File: src/rtl/spi_slave_if.sv
// Parallel and serial signals of the SPI slave, grouped so the block and its
// master side (host logic or a bench) share one bundle.
interface spi_slave_if #(
  parameter int WIDTH = 8
);
  logic             i_cpol;
  logic             i_cpha;
  logic             i_sclk;
  logic             i_cs_n;
  logic             i_mosi;
  logic             o_miso;
  logic             o_miso_oe;
  logic [WIDTH-1:0] i_t_data;
  logic             i_t_ready;
  logic             o_t_full;
  logic             o_t_underrun;
  logic [WIDTH-1:0] o_r_data;
  logic             o_r_valid;

  modport slave (
    input  i_cpol, i_cpha, i_sclk, i_cs_n, i_mosi, i_t_data, i_t_ready,
    output o_miso, o_miso_oe, o_t_full, o_t_underrun, o_r_data, o_r_valid
  );

  modport master (
    output i_cpol, i_cpha, i_sclk, i_cs_n, i_mosi, i_t_data, i_t_ready,
    input  o_miso, o_miso_oe, o_t_full, o_t_underrun, o_r_data, o_r_valid
  );
endinterface

File: src/rtl/spi_slave.sv
// SPI slave, all four modes, LSB first. SCLK/CS_n/MOSI are oversampled by the
// system clock through synchronizers; every output is a register.
module spi_slave #(
  parameter int WIDTH       = 8,
  parameter int SYNC_STAGES = 2
) (
  input  logic        i_clk,
  input  logic        i_rst,
  spi_slave_if.slave  bus
);
  localparam int CNT_W = (WIDTH > 2) ? $clog2(WIDTH) : 1;
  localparam logic [CNT_W-1:0] LAST_BIT = CNT_W'(WIDTH - 1);

  typedef enum logic [1:0] {
    ST_IDLE  = 2'd0,
    ST_LOAD  = 2'd1,
    ST_SHIFT = 2'd2
  } state_t;

  state_t                 r_state;
  state_t                 w_state_nxt;
  logic [SYNC_STAGES-1:0] r_sclk_sync;
  logic [SYNC_STAGES-1:0] r_cs_sync;
  logic [SYNC_STAGES-1:0] r_mosi_sync;
  logic                   r_sclk_d;
  logic                   r_cs_d;
  logic                   r_cpol;
  logic                   r_cpha;
  logic                   r_skip;
  logic [CNT_W-1:0]       r_bit_cnt;
  logic [WIDTH-1:0]       r_tx_shift;
  logic [WIDTH-2:0]       r_rx_shift;
  logic [WIDTH-1:0]       r_hold;
  logic                   r_t_full;
  logic                   r_t_underrun;
  logic [WIDTH-1:0]       r_r_data;
  logic                   r_r_valid;
  logic                   r_miso;
  logic                   r_miso_oe;

  logic             w_sclk_s;
  logic             w_cs_s;
  logic             w_mosi_s;
  logic             w_cs_fall;
  logic             w_sclk_rise;
  logic             w_sclk_fall;
  logic             w_lead;
  logic             w_trail;
  logic             w_sample;
  logic             w_shift;
  logic             w_frame_done;
  logic             w_underrun;
  logic [WIDTH-1:0] w_rx_next;
  logic [WIDTH-1:0] w_load_word;

  assign w_sclk_s     = r_sclk_sync[SYNC_STAGES-1];
  assign w_cs_s       = r_cs_sync[SYNC_STAGES-1];
  assign w_mosi_s     = r_mosi_sync[SYNC_STAGES-1];
  assign w_cs_fall    = r_cs_d & ~w_cs_s;
  assign w_sclk_rise  = w_sclk_s & ~r_sclk_d;
  assign w_sclk_fall  = ~w_sclk_s & r_sclk_d;
  assign w_lead       = r_cpol ? w_sclk_fall : w_sclk_rise;
  assign w_trail      = r_cpol ? w_sclk_rise : w_sclk_fall;
  assign w_sample     = (r_state == ST_SHIFT) & ~w_cs_s & (r_cpha ? w_trail : w_lead);
  assign w_shift      = (r_state == ST_SHIFT) & ~w_cs_s & (r_cpha ? w_lead : w_trail);
  assign w_frame_done = w_sample & (r_bit_cnt == LAST_BIT);
  assign w_rx_next    = {w_mosi_s, r_rx_shift};
  assign w_underrun   = (r_state == ST_LOAD) & ~r_t_full & ~bus.i_t_ready;
  assign w_load_word  = r_t_full ? r_hold :
                        (bus.i_t_ready ? bus.i_t_data : {WIDTH{1'b0}});

  assign bus.o_miso       = r_miso;
  assign bus.o_miso_oe    = r_miso_oe;
  assign bus.o_t_full     = r_t_full;
  assign bus.o_t_underrun = r_t_underrun;
  assign bus.o_r_data     = r_r_data;
  assign bus.o_r_valid    = r_r_valid;

  // Input synchronizers and one-cycle-delayed copies for edge detection
  always_ff @(posedge i_clk or posedge i_rst) begin
    if (i_rst) begin
      r_sclk_sync <= {SYNC_STAGES{1'b0}};
      r_cs_sync   <= {SYNC_STAGES{1'b1}};
      r_mosi_sync <= {SYNC_STAGES{1'b0}};
      r_sclk_d    <= 1'b0;
      r_cs_d      <= 1'b1;
    end else begin
      r_sclk_sync <= {r_sclk_sync[SYNC_STAGES-2:0], bus.i_sclk};
      r_cs_sync   <= {r_cs_sync[SYNC_STAGES-2:0], bus.i_cs_n};
      r_mosi_sync <= {r_mosi_sync[SYNC_STAGES-2:0], bus.i_mosi};
      r_sclk_d    <= w_sclk_s;
      r_cs_d      <= w_cs_s;
    end
  end

  // Frame sequencing; deselect wins over everything else
  always_comb begin
    w_state_nxt = r_state;
    if (w_cs_s) begin
      w_state_nxt = ST_IDLE;
    end else begin
      case (r_state)
        ST_IDLE:  if (w_cs_fall) w_state_nxt = ST_LOAD; else w_state_nxt = ST_IDLE;
        ST_LOAD:  w_state_nxt = ST_SHIFT;
        ST_SHIFT: if (w_frame_done) w_state_nxt = ST_LOAD; else w_state_nxt = ST_SHIFT;
        default:  w_state_nxt = ST_IDLE;
      endcase
    end
  end

  // FSM state register
  always_ff @(posedge i_clk or posedge i_rst) begin
    if (i_rst) r_state <= ST_IDLE;
    else       r_state <= w_state_nxt;
  end

  // Transmit holding register; LOAD always empties it
  always_ff @(posedge i_clk or posedge i_rst) begin
    if (i_rst) begin
      r_hold       <= {WIDTH{1'b0}};
      r_t_full     <= 1'b0;
      r_t_underrun <= 1'b0;
    end else begin
      r_t_underrun <= w_underrun;
      if (r_state == ST_LOAD) begin
        r_t_full <= 1'b0;
      end else if (bus.i_t_ready && !r_t_full) begin
        r_hold   <= bus.i_t_data;
        r_t_full <= 1'b1;
      end
    end
  end

  // Shift registers, bit counter, receive word and MISO drive.
  // r_tx_shift holds the bits still to come; r_miso is the bit on the wire.
  // r_skip swallows the first shift edge after LOAD: with CPHA=1 bit 0 is already
  // out, with CPHA=0 in a back-to-back frame it is the previous frame's last trailing edge.
  always_ff @(posedge i_clk or posedge i_rst) begin
    if (i_rst) begin
      r_cpol     <= 1'b0;
      r_cpha     <= 1'b0;
      r_skip     <= 1'b0;
      r_bit_cnt  <= {CNT_W{1'b0}};
      r_tx_shift <= {WIDTH{1'b0}};
      r_rx_shift <= {(WIDTH-1){1'b0}};
      r_r_data   <= {WIDTH{1'b0}};
      r_r_valid  <= 1'b0;
      r_miso     <= 1'b0;
      r_miso_oe  <= 1'b0;
    end else begin
      r_r_valid <= w_frame_done;
      r_miso_oe <= (w_state_nxt != ST_IDLE);
      if (w_frame_done) begin
        r_r_data <= w_rx_next;
      end
      case (r_state)
        ST_IDLE: begin
          r_bit_cnt  <= {CNT_W{1'b0}};
          r_tx_shift <= {WIDTH{1'b0}};
          r_rx_shift <= {(WIDTH-1){1'b0}};
          r_skip     <= 1'b0;
          r_miso     <= 1'b0;
        end
        ST_LOAD: begin
          r_bit_cnt  <= {CNT_W{1'b0}};
          r_tx_shift <= {1'b0, w_load_word[WIDTH-1:1]};
          r_miso     <= w_load_word[0];
          r_cpol     <= bus.i_cpol;
          r_cpha     <= bus.i_cpha;
          r_skip     <= bus.i_cpha | (w_sclk_s ^ bus.i_cpol);
        end
        ST_SHIFT: begin
          if (w_sample) begin
            r_rx_shift <= w_rx_next[WIDTH-1:1];
            r_bit_cnt  <= w_frame_done ? {CNT_W{1'b0}} : (r_bit_cnt + CNT_W'(1));
          end
          if (w_shift) begin
            if (r_skip) begin
              r_skip <= 1'b0;
            end else begin
              r_miso     <= r_tx_shift[0];
              r_tx_shift <= {1'b0, r_tx_shift[WIDTH-1:1]};
            end
          end
        end
        default: begin
          r_bit_cnt <= {CNT_W{1'b0}};
        end
      endcase
      if (w_state_nxt == ST_IDLE) begin
        r_miso    <= 1'b0;
        r_bit_cnt <= {CNT_W{1'b0}};
      end
    end
  end
endmodule

File: src/flat_wrapper.sv
// flat-port wrapper written by rule: the top's interface ports become plain ports
module spi_slave_flat 
#(
  parameter int WIDTH       = 8,
  parameter int SYNC_STAGES = 2
)
  (i_clk, i_rst, bus_i_cpol, bus_i_cpha, bus_i_sclk, bus_i_cs_n, bus_i_mosi, bus_i_t_data, bus_i_t_ready, bus_o_miso, bus_o_miso_oe, bus_o_t_full, bus_o_t_underrun, bus_o_r_data, bus_o_r_valid);
  spi_slave_if #(.WIDTH(WIDTH)) bus_i ();
  input  logic i_clk;
  input  logic i_rst;
  input wire logic [$bits(bus_i.i_cpol)-1:0] bus_i_cpol;
  input wire logic [$bits(bus_i.i_cpha)-1:0] bus_i_cpha;
  input wire logic [$bits(bus_i.i_sclk)-1:0] bus_i_sclk;
  input wire logic [$bits(bus_i.i_cs_n)-1:0] bus_i_cs_n;
  input wire logic [$bits(bus_i.i_mosi)-1:0] bus_i_mosi;
  input wire logic [$bits(bus_i.i_t_data)-1:0] bus_i_t_data;
  input wire logic [$bits(bus_i.i_t_ready)-1:0] bus_i_t_ready;
  output wire logic [$bits(bus_i.o_miso)-1:0] bus_o_miso;
  output wire logic [$bits(bus_i.o_miso_oe)-1:0] bus_o_miso_oe;
  output wire logic [$bits(bus_i.o_t_full)-1:0] bus_o_t_full;
  output wire logic [$bits(bus_i.o_t_underrun)-1:0] bus_o_t_underrun;
  output wire logic [$bits(bus_i.o_r_data)-1:0] bus_o_r_data;
  output wire logic [$bits(bus_i.o_r_valid)-1:0] bus_o_r_valid;
  assign bus_i.i_cpol = bus_i_cpol;
  assign bus_i.i_cpha = bus_i_cpha;
  assign bus_i.i_sclk = bus_i_sclk;
  assign bus_i.i_cs_n = bus_i_cs_n;
  assign bus_i.i_mosi = bus_i_mosi;
  assign bus_i.i_t_data = bus_i_t_data;
  assign bus_i.i_t_ready = bus_i_t_ready;
  assign bus_o_miso = bus_i.o_miso;
  assign bus_o_miso_oe = bus_i.o_miso_oe;
  assign bus_o_t_full = bus_i.o_t_full;
  assign bus_o_t_underrun = bus_i.o_t_underrun;
  assign bus_o_r_data = bus_i.o_r_data;
  assign bus_o_r_valid = bus_i.o_r_valid;
  spi_slave #(.WIDTH(WIDTH), .SYNC_STAGES(SYNC_STAGES)) u_core (.i_clk(i_clk), .i_rst(i_rst), .bus(bus_i));
endmodule
File: config.mk
export PLATFORM = sky130hd
export DESIGN_NAME = spi_slave_flat
export DESIGN_NICKNAME = d
export VERILOG_FILES = /design/src/rtl/spi_slave_if.sv /design/src/rtl/spi_slave.sv /design/src/flat_wrapper.sv
export SDC_FILE = /design/constraint.sdc
export NUM_CORES = 1
export LEC_CHECK = 0
export CORE_AREA = 2 2 75 77
export DETAILED_ROUTE_END_ITERATION = 7
export DIE_AREA = 0 0 77 79
export PLACE_DENSITY = 0.71
export SLEW_MARGIN = 5
export SYNTH_ARGS = -nofsm -noshare
export SYNTH_HDL_FRONTEND = slang
export SYNTH_SLANG_ARGS = --single-unit
export TNS_END_PERCENT = 1
File: constraint.sdc
create_clock -name i_clk -period 2.1 [get_ports i_clk]
set_clock_uncertainty 0.1 [all_clocks]
set_input_delay 0.315 -clock i_clk [delete_from_list [all_inputs] [get_ports i_clk]]
set_output_delay 0.315 -clock i_clk [all_outputs]
set_load 0.01 [all_outputs]
==> Word-level counts from Yosys, hierarchy flattened <==
Index checks and enable logic that the tools add are counted.
{ "classes": {"bitwise": 17, "add_sub_neg": 1, "reduce_logical": 14, "n_eq_ne": 9, "muxes": 27} }
{ "op_table": {"columns": ["operator", "n"], "rows": [
  ["$mux W8", 4],
  ["$pmux W8 S3", 1],
  ["$pmux W7 S2", 1],
  ["$mux W3", 4],
  ["$mux W1", 11],
  ["$and A1 B1 Y1", 9],
  ["$mux W7", 1],
  ["$ne A3 B2 Y1 const B", 2],
  ["$not A1 Y1", 6],
  ["$pmux W1 S3", 2],
  ["$pmux W2 S3", 1],
  ["$reduce_and A2 Y1", 3],
  ["$reduce_and A3 Y1", 2],
  ["$reduce_bool A2 Y1", 3],
  ["$logic_not A2 Y1", 2],
  ["$mux W2", 2],
  ["$ne A2 B1 Y1 const B", 2],
  ["$reduce_bool A4 Y1", 1],
  ["$add A3 B1 Y3 const B", 1],
  ["$eq A3 B3 Y1 const B", 1],
  ["$ne A3 B3 Y1 const B", 1],
  ["$reduce_bool A3 Y1", 1],
  ["$eq A2 B1 Y1 const B", 1],
  ["$eq A2 B2 Y1 const B", 1],
  ["other kinds (5)", 5]
]} }
{ "word_totals": {"out_inout_bits": 13, "ff_bits": 52} }

==> Depth between registers and ports, before layout <==
{ "logic_depth": {"depth_word": 12, "mapped_depth": 8} }

==> Worst setup path before layout <==
OpenSTA, ideal clock, no wires.
{ "synth_path": {"path_kind": "register -> register", "startpoint": "register u_core.r_state[0]", "endpoint": "register u_core.r_r_data[0] (netlist: u_core.bus.o_r_data[0])", "period_less_slack_ns": 1.900, "path_stages_with_launch": 7, "required_time_ns": 1.875, "t_arrival_ns": 1.676, "path_buffers": 0, "path_slack_ns": 0.200, "cell_sequence": "dfrtp_1 -> inv_1 -> ha_1 -> and4bb_2 -> mux2_4 -> nand2_2 -> mux2_2"} }
{ "synth_between": {"elab_chain_cells": 4} }
{ "synth_lines": {"columns": ["element", "line_no", "rtl"], "rows": [
  ["start: declaration", "spi_slave.sv:20", "state_t r_state;"],
  ["start signal: assignment", "spi_slave.sv:114", "else r_state <= w_state_nxt;"],
  ["$eq A2 B2 Y1", "spi_slave.sv:64", "assign w_sample = (r_state == ST_SHIFT) & ~w_cs_s & (r_cpha ? w_trail : w_lead);"],
  ["$and A1 B1 Y1 (2 in series)", "spi_slave.sv:64", null],
  ["$and A1 B1 Y1", "spi_slave.sv:66", "assign w_frame_done = w_sample & (r_bit_cnt == LAST_BIT);"],
  ["end signal: assignment", "spi_slave.sv:146", "r_r_data <= {WIDTH{1'b0}};"],
  ["end signal: assignment", "spi_slave.sv:154", "r_r_data <= w_rx_next;"],
  ["end: declaration", "spi_slave.sv:36", "logic [WIDTH-1:0] r_r_data;"]
]} }
No other way between the ends.
A chain may end at the register's enable or synchronous reset.

==> Worst setup path in the final report <==
{ "layout_path": {"startpoint": "register u_core.r_state[1]", "endpoint": "register u_core.r_r_data[6] (netlist: u_core.bus.o_r_data[6])"} }
The elaborated chain is that of the path after synthesis.

==> impl_metrics.yaml <==
setup_path:
  crit_path_start: "u_core.r_state[1]"
  cp_slowest_cell: "dfrtp_1"
  r2r_cells: 5
  critical_path_required_ps: 2200
  regToRegEndpoint: "u_core.bus.o_r_data[6]"
  r2r_slack_ps: 90
  cp_slowest_stage_delay_ps: 430
  cp-start-kind: "flip-flop"
  worstPathCellList: "ha_1 -> and4bb_2 -> mux2_4 -> nand2_2 -> mux2_2"
  cp.arrival_ps: 2110
  crit_end: "u_core.bus.o_r_data[6]"
  crit_fanout: 9
  r2r-start: "u_core.r_state[1]"
  path_class: "reg2reg"
  cp-end-kind: "flip-flop"
timing:
  tightest_slew_ps: 434.9
  hold_viol_final: 0
  max_slew_margin_pct: 70.17
  finalCritPeriodShare_pct: 95.89
  fmax_ghz: 0.4966
  fin_crit_ps: 2014
  final-max-slew-violation-count: 0
  finalSetupViolCount: 0
  rsz0062_at_grt: "no"
  layout_setup_ws_ps: 86.21
  setup_tns_ps: 0
placement:
  port_buffers: 28
  pre_cts_slack_ps: 110.9
  dp_cells: 291
  hpwl_um: 2666
  globalplace.congestion: 0.7204
die:
  die_w_um: 77
  die_h_um: 79
  start_util_pct: 42.57
  die-area_um2: 6083
  std_cell_rows: 27
  core_area_um2: 5338
  num_io_pins: 29
clock_network:
  cts_buffer_depth: 2
  clock-sinks: 51
  clkTransAtPathRegs_ps: 100
  cts_tree: "yes"
  clk_latency_ps: 310
  cts-root-buf: "clkbuf_8"
  post-cts-setup-buffers: 0
  hold_buffers: 0
  cts-htree-levels: 2
  cts_made_buffers: 5
pwr:
  ir_drop_mv: 0.5408
  p_leak_nw: 1.273
  p_per_area_nw_per_um2: 912.2
route:
  vias: 1510
  drtIter0Drc: 42
  routed_wl_um: 3874
  antenna_left: 0
  vias_per_cell: 5.050
  avgRoutedWirePerCell_um: 12.96
  drc: 0
  first_pass_iters: 4
final_layout:
  antenna_cells: 0
  drive_gt1_share_pct: 25.11
  num-fill-cells: 501
  finalNonFillerCells: 299
  utilization_pct: 52.72
  layout_common_cells: "dfrtp_1 (48), clkdlybuf4s50_1 (28), nand2_1 (25), mux2_2 (25), o21ai_0 (15)"
  final_net_count: 248
  area_delta_synth_final_pct: 23.84
  final_common_cell: "dfrtp_1"
logic_synthesis:
  syn_area_um2: 2272
  yosysWarnings: 0
  synth-seq-cells: 51
  synth_nets: 209
  synthDistinctLibCells: 37
  syn_avg_cell_area_um2: 12.15
  synth_cells: 187
  ys_seq_area_share_pct: 56.33
  synth_top_cell_by_area: "dfrtp_1"
  synth_area_leaders: "dfrtp_1 (53%), mux2_2 (12%), nand2_1 (4.1%), dfstp_2 (3.5%), ha_1 (3.3%)"
  synth_top_cell_area_share_pct: 52.86
outcome:
  outcome: "finished, final reports clean"
global_route:
  track_usage_pct: 13.80
  overflow: 0
  grt_max_degree: 52
  antenna_found_initial: 0
  grt_pass1_wl_um: 6658
  grt_pass1_vias: 1391
run:
  maxCapViolCount: 0
min_path:
  hold_class: "in2async"
## metrics by stage
step	power, mW	cell area [um2]	hold slack, ps
after floorplan	1.731	2272	219.5
after global placement	1.955	2703	238.6
after detailed placement	1.970	2703	237.3
after CTS	2.588	2799	251.1
after global routing	2.722	2814	257.6
final	2.567	2814	247.1
## worst min path at each step
stage	to	slack, ps	cells after the start
2_1_floorplan	u_core.r_cs_sync[0]	220	0
3_3_place_gp	u_core.r_mosi_sync[1]	240	0
3_5_place_dp	u_core.r_mosi_sync[1]	240	0
4_1_cts	u_core.r_mosi_sync[1]	250	0
5_1_grt	u_core.r_mosi_sync[1]	260	0
6_report	u_core.r_mosi_sync[1]	250	3
## cells by family after synthesis
logic type / after synthesis / synth area share [%]
AO/OA/AOI/OAI: 33 / 10.02
XOR/XNOR: 2 / 1.102
adder cells (fa/ha/maj): 6 / 3.304
buffers and inverters: 13 / 2.202
flip-flops: 51 / 56.33
multiplexers: 29 / 14.37
AND/OR/NAND/NOR: 53 / 12.67
## critical path, delay by kind of cell, from the launching register on
family	cells	cell delay, ps
AND/OR/NAND/NOR	2	460
adder cells (fa/ha/maj)	1	250
multiplexers	2	660
flip-flops	1	430
## area by class of cell
class	instances	area, um2	share of cell area (%)
well taps	72	90.09	3.201
clock inverters	3	27.53	0.9782
repair buffers	37	360.3	12.81
inverters	8	30.03	1.067
clock buffers	5	68.82	2.446
flip-flops and latches	51	1280	45.49
multi-input cells	123	957.2	34.02
## registers in the layout (all words and copies together) (netlist names)
name                     count
u_core.bus.o_r_data          8
u_core.r_hold                8
u_core.r_rx_shift            7
u_core.r_tx_shift            7
u_core.r_bit_cnt             3
u_core.r_cs_sync             2
u_core.r_mosi_sync           2
u_core.r_sclk_sync           2
u_core.r_state               2
u_core.bus.o_miso            1
u_core.bus.o_miso_oe         1
u_core.bus.o_r_valid         1
u_core.bus.o_t_full          1
u_core.bus.o_t_underrun      1
u_core.r_cpha                1
u_core.r_cpol                1
u_core.r_cs_d                1
u_core.r_sclk_d              1
u_core.r_skip                1
## cell usage after synthesis
cell and instances:
nand2b_1 1, mux2_2 25, a21oi_1 2, and4bb_1 1
o21ba_4 1, and4bb_2 1, and3_1 2, nor3b_1 1
nor2b_1 2, or3_1 1, nor4b_1 2, a31oi_1 1
xnor2_2 1, a31oi_2 1, or3b_2 2, buf_2 1
a2111oi_0 1, nand3_1 3, o21ai_0 15, a22oi_1 9
mux2_4 1, mux2i_1 3, a221oi_2 1, xor2_1 1
nand3b_1 4, clkbuf_1 4, nor2_1 4, ha_1 6
dfstp_2 3, dfrtp_1 48, nand2_2 1, a21o_1 1
inv_1 8, nand2_1 25, and2_1 2, a21oi_2 1
or4b_1 1
## where the power goes
part / total (mW) / switching (mW) / internal, mW
Combinational: 0.719 / 0.327 / 0.392
Clock: 0.606 / 0.360 / 0.245
Sequential: 1.24 / 0.108 / 1.13
Total: 2.57 / 0.796 / 1.77
## layer usage
metal	vias up	share of wire (%)	wire length [um]	GRT usage (%)
li1	742	-	-	-
met1	735	48	1856	19.59
met2	26	47	1827	20.79
met3	7	3.3	128	3.409
met4	0	1.6	61	4.821
met5	-	0	0	0
## what timing repair did
item,in CTS,in global routing
endpoints found under the hold margin,0,0
setup endpoints to repair,0,8
gates resized for setup,0,3
(Power assumes the default switching activity.)
